==> config.mk <==
export PLATFORM = sky130hd
export DESIGN_NAME = store_align_buffer_flat
export DESIGN_NICKNAME = d
export VERILOG_FILES = /design/src/rtl/store_align_buffer_pkg.sv /design/src/rtl/store_align_buffer_if.sv /design/src/rtl/store_align_buffer_lane_align.sv /design/src/rtl/store_align_buffer.sv /design/src/flat_wrapper.sv
export SDC_FILE = /design/constraint.sdc
export NUM_CORES = 1
export LEC_CHECK = 0
export CAP_MARGIN = 0
export CORE_UTILIZATION = 58
export CTS_CLUSTER_SIZE = 8
export DETAILED_ROUTE_END_ITERATION = 16
export PLACE_DENSITY = 0.8
export SLEW_MARGIN = 20
export SYNTH_ARGS = -nofsm -noshare
export SYNTH_HDL_FRONTEND = slang
export SYNTH_HIERARCHICAL = 1
export SYNTH_SLANG_ARGS = --single-unit
==> constraint.sdc <==
create_clock -name i_clk -period 5.4 [get_ports i_clk]
set_input_delay 0.81 -clock i_clk [delete_from_list [all_inputs] [get_ports i_clk]]
set_output_delay 0.81 -clock i_clk [all_outputs]
set_load 0.01 [all_outputs]
==> src/rtl/store_align_buffer_pkg.sv <==
// Shared types and alignment helpers for the store alignment buffer.
package store_buf_pkg;

  typedef enum logic [1:0] {SZ_B = 2'd0, SZ_H = 2'd1, SZ_W = 2'd2, SZ_D = 2'd3} st_size_e;

  // Strobe is computed at 8-lane width; narrower datapaths use the overflow as a crossing check.
  function automatic logic [7:0] calc_strb(st_size_e size, logic [2:0] off);
    logic [7:0] base;
    unique case (size)
      SZ_B:    base = 8'h01;
      SZ_H:    base = 8'h03;
      SZ_W:    base = 8'h0F;
      default: base = 8'hFF;
    endcase
    return base << off;
  endfunction

  function automatic logic is_misaligned(st_size_e size, logic [2:0] off, int xlen);
    unique case (size)
      SZ_B:    return 1'b0;
      SZ_H:    return off[0];
      SZ_W:    return |off[1:0];
      default: return (off != 3'd0) || (xlen != 64);
    endcase
  endfunction

endpackage

==> src/rtl/store_align_buffer_if.sv <==
// LSU-side store request, memory-side head entry and load hazard probe.
interface store_align_buffer_if #(parameter int XLEN = 32, parameter int DEPTH = 4);
  localparam int NB = XLEN / 8;
  localparam int CW = $clog2(DEPTH) + 1;

  logic            i_st_valid;
  logic            o_st_ready;
  logic [XLEN-1:0] i_st_addr;
  logic [XLEN-1:0] i_st_data;
  logic [1:0]      i_st_size;
  logic            o_misalign;
  logic            o_mem_valid;
  logic            i_mem_ready;
  logic [XLEN-1:0] o_mem_addr;
  logic [XLEN-1:0] o_mem_wdata;
  logic [NB-1:0]   o_mem_strb;
  logic [XLEN-1:0] i_ld_addr;
  logic            o_ld_hit;
  logic [CW-1:0]   o_count;

  modport master (
    output i_st_valid, i_st_addr, i_st_data, i_st_size, i_mem_ready, i_ld_addr,
    input  o_st_ready, o_misalign, o_mem_valid, o_mem_addr, o_mem_wdata, o_mem_strb,
           o_ld_hit, o_count
  );

  modport slave (
    input  i_st_valid, i_st_addr, i_st_data, i_st_size, i_mem_ready, i_ld_addr,
    output o_st_ready, o_misalign, o_mem_valid, o_mem_addr, o_mem_wdata, o_mem_strb,
           o_ld_hit, o_count
  );
endinterface

==> src/rtl/store_align_buffer_lane_align.sv <==
// Combinational lane alignment: shifts right-justified store data into its byte lanes.
module store_lane_align
  import store_buf_pkg::*;
#(
  parameter  int XLEN = 32,
  localparam int NB   = XLEN / 8,
  localparam int OFFW = $clog2(NB)
) (
  input  logic [OFFW-1:0] i_off,
  input  logic [XLEN-1:0] i_data,
  input  st_size_e        i_size,
  output logic [XLEN-1:0] o_wdata,
  output logic [NB-1:0]   o_strb,
  output logic            o_misalign
);

  logic [7:0]      w_strb_full;
  logic [XLEN-1:0] w_mask;

  always_comb begin
    w_mask = '0;
    for (int b = 0; b < NB; b++)
      w_mask[8*b +: 8] = (b < (1 << int'(i_size))) ? 8'hFF : 8'h00;
    w_strb_full = calc_strb(i_size, 3'(i_off));
    o_wdata     = (i_data & w_mask) << {i_off, 3'b000};
    o_strb      = w_strb_full[NB-1:0];
    // Any strobe spilling past the top lane also means the access is illegal here.
    o_misalign  = is_misaligned(i_size, 3'(i_off), XLEN) | (|(16'(w_strb_full) >> NB));
  end

endmodule

==> src/rtl/store_align_buffer.sv <==
// Store FIFO between LSU and memory with lane alignment, newest-entry coalescing and load hazard flag.
module store_align_buffer
  import store_buf_pkg::*;
#(
  parameter int XLEN     = 32,
  parameter int DEPTH    = 4,
  parameter int COALESCE = 1
) (
  input logic                i_clk,
  input logic                i_rst_n,
  store_align_buffer_if.slave bus
);

  localparam int NB   = XLEN / 8;
  localparam int OFFW = $clog2(NB);
  localparam int PW   = $clog2(DEPTH);
  localparam int CW   = PW + 1;

  typedef struct packed {
    logic [XLEN-1:0] addr;
    logic [XLEN-1:0] wdata;
    logic [NB-1:0]   strb;
  } sb_entry_t;

  sb_entry_t       r_q [DEPTH];
  logic [PW-1:0]   r_wr, r_rd;
  logic [CW-1:0]   r_count;
  logic            r_misalign;

  logic [XLEN-1:0] w_wdata;
  logic [NB-1:0]   w_strb;
  logic            w_mis, w_empty, w_pop, w_coal, w_ready, w_acc, w_push, w_ld_hit;
  logic [PW-1:0]   w_new;
  logic [PW-1:0]   w_age [DEPTH];

  store_lane_align #(.XLEN(XLEN)) u_align (
    .i_off      (bus.i_st_addr[OFFW-1:0]),
    .i_data     (bus.i_st_data),
    .i_size     (st_size_e'(bus.i_st_size)),
    .o_wdata    (w_wdata),
    .o_strb     (w_strb),
    .o_misalign (w_mis)
  );

  assign w_new   = r_wr - PW'(1);
  assign w_empty = (r_count == '0);
  assign w_pop   = !w_empty & bus.i_mem_ready;
  // The newest entry must not be draining this cycle, otherwise the merge would be lost.
  assign w_coal  = (COALESCE != 0) & !w_mis & !w_empty
                 & (((r_q[w_new].addr ^ bus.i_st_addr) >> OFFW) == '0)
                 & !((r_count == CW'(1)) & w_pop);
  assign w_ready = (r_count < CW'(DEPTH)) | w_coal;
  assign w_acc   = bus.i_st_valid & w_ready;
  assign w_push  = w_acc & !w_mis & !w_coal;

  for (genvar i = 0; i < DEPTH; i++) begin : g_age
    assign w_age[i] = PW'(i) - r_rd;
  end

  always_comb begin
    w_ld_hit = 1'b0;
    for (int i = 0; i < DEPTH; i++)
      if ((CW'(w_age[i]) < r_count) && (((r_q[i].addr ^ bus.i_ld_addr) >> OFFW) == '0))
        w_ld_hit = 1'b1;
  end

  always_ff @(posedge i_clk) begin
    if (!i_rst_n) begin
      r_wr       <= '0;
      r_rd       <= '0;
      r_count    <= '0;
      r_misalign <= 1'b0;
      for (int i = 0; i < DEPTH; i++) r_q[i] <= '0;
    end else begin
      r_misalign <= w_acc & w_mis;
      if (w_push) begin
        r_q[r_wr] <= '{addr: {bus.i_st_addr[XLEN-1:OFFW], OFFW'(0)}, wdata: w_wdata, strb: w_strb};
        r_wr      <= r_wr + PW'(1);
      end
      if (w_acc & w_coal) begin
        for (int b = 0; b < NB; b++)
          if (w_strb[b]) r_q[w_new].wdata[8*b +: 8] <= w_wdata[8*b +: 8];
        r_q[w_new].strb <= r_q[w_new].strb | w_strb;
      end
      if (w_pop) r_rd <= r_rd + PW'(1);
      unique case ({w_push, w_pop})
        2'b10:   r_count <= r_count + CW'(1);
        2'b01:   r_count <= r_count - CW'(1);
        default: r_count <= r_count;
      endcase
    end
  end

  assign bus.o_st_ready  = w_ready;
  assign bus.o_misalign  = r_misalign;
  assign bus.o_mem_valid = !w_empty;
  assign bus.o_mem_addr  = w_empty ? '0 : r_q[r_rd].addr;
  assign bus.o_mem_wdata = w_empty ? '0 : r_q[r_rd].wdata;
  assign bus.o_mem_strb  = w_empty ? '0 : r_q[r_rd].strb;
  assign bus.o_ld_hit    = w_ld_hit;
  assign bus.o_count     = r_count;

endmodule
==> src/flat_wrapper.sv <==
// flat-port wrapper written by rule: the top's interface ports become plain ports
module store_align_buffer_flat import store_buf_pkg::*;
#(
  parameter int XLEN     = 32,
  parameter int DEPTH    = 4,
  parameter int COALESCE = 1
)
  (i_clk, i_rst_n, bus_i_st_valid, bus_i_st_addr, bus_i_st_data, bus_i_st_size, bus_i_mem_ready, bus_i_ld_addr, bus_o_st_ready, bus_o_misalign, bus_o_mem_valid, bus_o_mem_addr, bus_o_mem_wdata, bus_o_mem_strb, bus_o_ld_hit, bus_o_count);
  store_align_buffer_if #(.XLEN(XLEN), .DEPTH(DEPTH)) bus_i ();
  input logic i_clk;
  input logic i_rst_n;
  input wire logic [$bits(bus_i.i_st_valid)-1:0] bus_i_st_valid;
  input wire logic [$bits(bus_i.i_st_addr)-1:0] bus_i_st_addr;
  input wire logic [$bits(bus_i.i_st_data)-1:0] bus_i_st_data;
  input wire logic [$bits(bus_i.i_st_size)-1:0] bus_i_st_size;
  input wire logic [$bits(bus_i.i_mem_ready)-1:0] bus_i_mem_ready;
  input wire logic [$bits(bus_i.i_ld_addr)-1:0] bus_i_ld_addr;
  output wire logic [$bits(bus_i.o_st_ready)-1:0] bus_o_st_ready;
  output wire logic [$bits(bus_i.o_misalign)-1:0] bus_o_misalign;
  output wire logic [$bits(bus_i.o_mem_valid)-1:0] bus_o_mem_valid;
  output wire logic [$bits(bus_i.o_mem_addr)-1:0] bus_o_mem_addr;
  output wire logic [$bits(bus_i.o_mem_wdata)-1:0] bus_o_mem_wdata;
  output wire logic [$bits(bus_i.o_mem_strb)-1:0] bus_o_mem_strb;
  output wire logic [$bits(bus_i.o_ld_hit)-1:0] bus_o_ld_hit;
  output wire logic [$bits(bus_i.o_count)-1:0] bus_o_count;
  assign bus_i.i_st_valid = bus_i_st_valid;
  assign bus_i.i_st_addr = bus_i_st_addr;
  assign bus_i.i_st_data = bus_i_st_data;
  assign bus_i.i_st_size = bus_i_st_size;
  assign bus_i.i_mem_ready = bus_i_mem_ready;
  assign bus_i.i_ld_addr = bus_i_ld_addr;
  assign bus_o_st_ready = bus_i.o_st_ready;
  assign bus_o_misalign = bus_i.o_misalign;
  assign bus_o_mem_valid = bus_i.o_mem_valid;
  assign bus_o_mem_addr = bus_i.o_mem_addr;
  assign bus_o_mem_wdata = bus_i.o_mem_wdata;
  assign bus_o_mem_strb = bus_i.o_mem_strb;
  assign bus_o_ld_hit = bus_i.o_ld_hit;
  assign bus_o_count = bus_i.o_count;
  store_align_buffer #(.XLEN(XLEN), .DEPTH(DEPTH), .COALESCE(COALESCE)) u_core (.i_clk(i_clk), .i_rst_n(i_rst_n), .bus(bus_i));
endmodule
==> flow_metrics.env <==
export IMPL_fin_hold_ws_ns=0.678
export IMPL_io_pins=177
export IMPL_yosys_warnings=6
export IMPL_port_buffers=172
export IMPL_cts_buffer_depth=3
export IMPL_dpl_cell_area_um2=18200
export IMPL_max_slew_margin_pct=30.1
export IMPL_start_kind="flop"
export IMPL_num_rows=60
export IMPL_layout_drive_gt1_share_pct=15.2
export IMPL_dr_pass1_iters=5
export IMPL_synth_async_reset_ratio_pct=0
export IMPL_fill_cells=1858
export IMPL_clk_pin_slew_ns=0.05
export IMPL_htreeDepth=2
export IMPL_leakagePower_nw=6.79
export IMPL_arrival_ns=4.10
export IMPL_min_period_over_period_pct=90.9
export IMPL_tightestPinTransition_ns=1.05
export IMPL_die_y_um=169
export IMPL_hold_path_class="reg2reg"
export IMPL_hold_viol_final=0
export IMPL_via_count=12000
export IMPL_synthesis_area_um2=16100
export IMPL_synth_ff_type="edfxtp_1"
export IMPL_grt_max_degree=97
export IMPL_die_area_um2=28400
export IMPL_grt_first_pass_wirelength_um=70400
export IMPL_required_ns=4.59
export IMPL_total_power_mw=6.95
export IMPL_clock_latency_ns=0.53
export IMPL_synth_top_area_share_pct=49.2
export IMPL_ys_types=68
export IMPL_grt_usage_pct=33.3
export IMPL_synth_top_cells_by_area="edfxtp_1, mux4_2, xnor2_1, nor2_1, and2_1"
export IMPL_end_kind="primary output"
export IMPL_peakVddDrop_uv=330
export IMPL_postLayoutCoreUtil_pct=71.0
export IMPL_cts_sinks=274
export IMPL_yosysTopAreaCell="edfxtp_1"
export IMPL_avgSynthCellArea_um2=12.3
export IMPL_gp_congestion=1.01
export IMPL_rsz0062_at_grt="false"
export IMPL_dp_hpwl_um=32100
export IMPL_drv_slew=0
export IMPL_ys_seq_elements=274
export IMPL_clockRootBuffer="clkbuf_16"
export IMPL_fin_cells=1851
export IMPL_cp_max_fo=12
export IMPL_via_per_inst=6.47
export IMPL_final_area_um2=19300
export IMPL_synth_edf_count=264
export IMPL_post_cts_setup_buffers=0
export IMPL_start_util_pct=59.4
export IMPL_ys_seq_area_share_pct=50.5
export IMPL_dp_cells=1798
export IMPL_cts_tree="yes"
export IMPL_syn2layout_area_growth_pct=19.5
export IMPL_drtIter0Drc=1686
export IMPL_grt_pass1_vias=11700
export IMPL_critPathKind="reg2out"
export IMPL_numCtsBuffers=40
export IMPL_synthCells=1314
export IMPL_layout_setup_ws_ns=0.489
export IMPL_preCtsSetupSlack_ns=0.871
export IMPL_drv_cap=0
export IMPL_status="finished, final reports clean"
export IMPL_setup_viol=0
export IMPL_grt_overflow=0
export IMPL_drcViolationCount=0
export IMPL_fin_nets=1579
export IMPL_power_density_nw_per_um2=361
export IMPL_grt_antenna_before_repair=1
export IMPL_period_needed_ns=4.91
export IMPL_postCtsHoldBufs=0
export IMPL_n_antenna_cell=0
export IMPL_routed_wl_um=46500
export IMPL_chipWidth_um=169
export IMPL_worst_clock_skew_ns=0.0224
export IMPL_coreArea_um2=27100
export IMPL_fmax_mhz=204
export IMPL_ant_nets=0
export IMPL_post_cts_resized=0
export IMPL_fin_tns_setup_ns=0
export IMPL_avgRoutedWirePerCell_um=25.1
## report_power, final
part           internal, mW  switching (mW)  leakage, nW
Sequential             2.46           0.212         2.81
Combinational          1.06            1.02         3.45
Clock                  1.34           0.865        0.529
## layout by cell type (no fill, tap or decap), drive strengths merged, types with 12 or more instances in the layout
master | synthesis | routed
edfxtp | 264 | 264
clkdlybuf4s50 | 0 | 172
nor2 | 139 | 139
xnor2 | 114 | 114
mux4 | 93 | 93
nor4 | 82 | 82
and2 | 75 | 75
inv | 73 | 75
nand2 | 58 | 58
clkbuf | 67 | 49
buf | 42 | 48
and3 | 46 | 46
xor2 | 43 | 43
nand4 | 26 | 26
mux2i | 25 | 25
a21oi | 22 | 22
o21ai | 18 | 18
a22oi | 12 | 12
## area by class of cell
class / count / area [µm²] / share of cell area, %
Clock buffer: 49 / 1030 / 5.37
Tap cell: 372 / 465 / 2.42
Inverter: 74 / 278 / 1.44
Sequential cell: 274 / 8140 / 42.3
Timing Repair Buffer: 220 / 2080 / 10.8
Multi-Input combinational cell: 858 / 7200 / 37.4
Clock inverter: 4 / 53.8 / 0.279
## registers in the layout, summed over array words and instances (netlist names), named ones only
signal	cells
u_core/r_q	264
u_core/bus.o_count	3
u_core/r_wr	2
u_core/bus.o_misalign	1
u_core/r_rd	2
## kinds of logic (layout without fill, tap and decap cells)
group / count (synthesis) / in the layout / synth area share (%)
xor+xnor: 157 / 157 / 8.54
fa+ha+maj: 9 / 9 / 0.699
buf+inv: 183 / 347 / 5.06
mux: 124 / 124 / 15.0
simple gates: 472 / 472 / 15.9
compound gates: 94 / 94 / 4.31
other cells: 1 / 2 / 0.0233
flops: 274 / 274 / 50.5
## synthesized netlist by cell type (all sizes together) (18+ instances only)
cell type,count
inv,73
a21oi,22
and3,46
buf,42
xnor2,114
clkbuf,67
nor2,139
xor2,43
and2,75
mux2i,25
o21ai,18
nor4,82
edfxtp,264
nand2,58
mux4,93
nand4,26
## metal layers
layer	vias to the layer above	wire (µm)	track usage, %
li1	5152	-	-
met3	103	5450	6.62
met4	2	1250	10.0
met5	-	8	0
met2	830	21700	51.8
met1	5897	18100	47.6
## critical path: stages (launching register included)
cell	delay [ns]
dfxtp_2	0.64
buf_4	0.33
mux4_2	0.54
xnor2_1	0.20
nand4_1	0.22
nor4_2	0.76
nand3_2	0.15
nand2_1	0.13
clkdlybuf4s50_1	0.60
## final timing paths
kind,endpoint,from,slack [ns],cells after the start
worst max-delay path,bus_o_st_ready,u_core/r_wr[0],0.49,8
worst min-delay path,u_core/bus.o_count[0],u_core/bus.o_count[0],0.68,2
worst max register to register,u_core/r_q[0][12],u_core/r_wr[0],0.81,9
worst min register to register,u_core/bus.o_count[0],u_core/bus.o_count[0],0.68,2
Note: power is estimated with default switching activity, not from simulation.
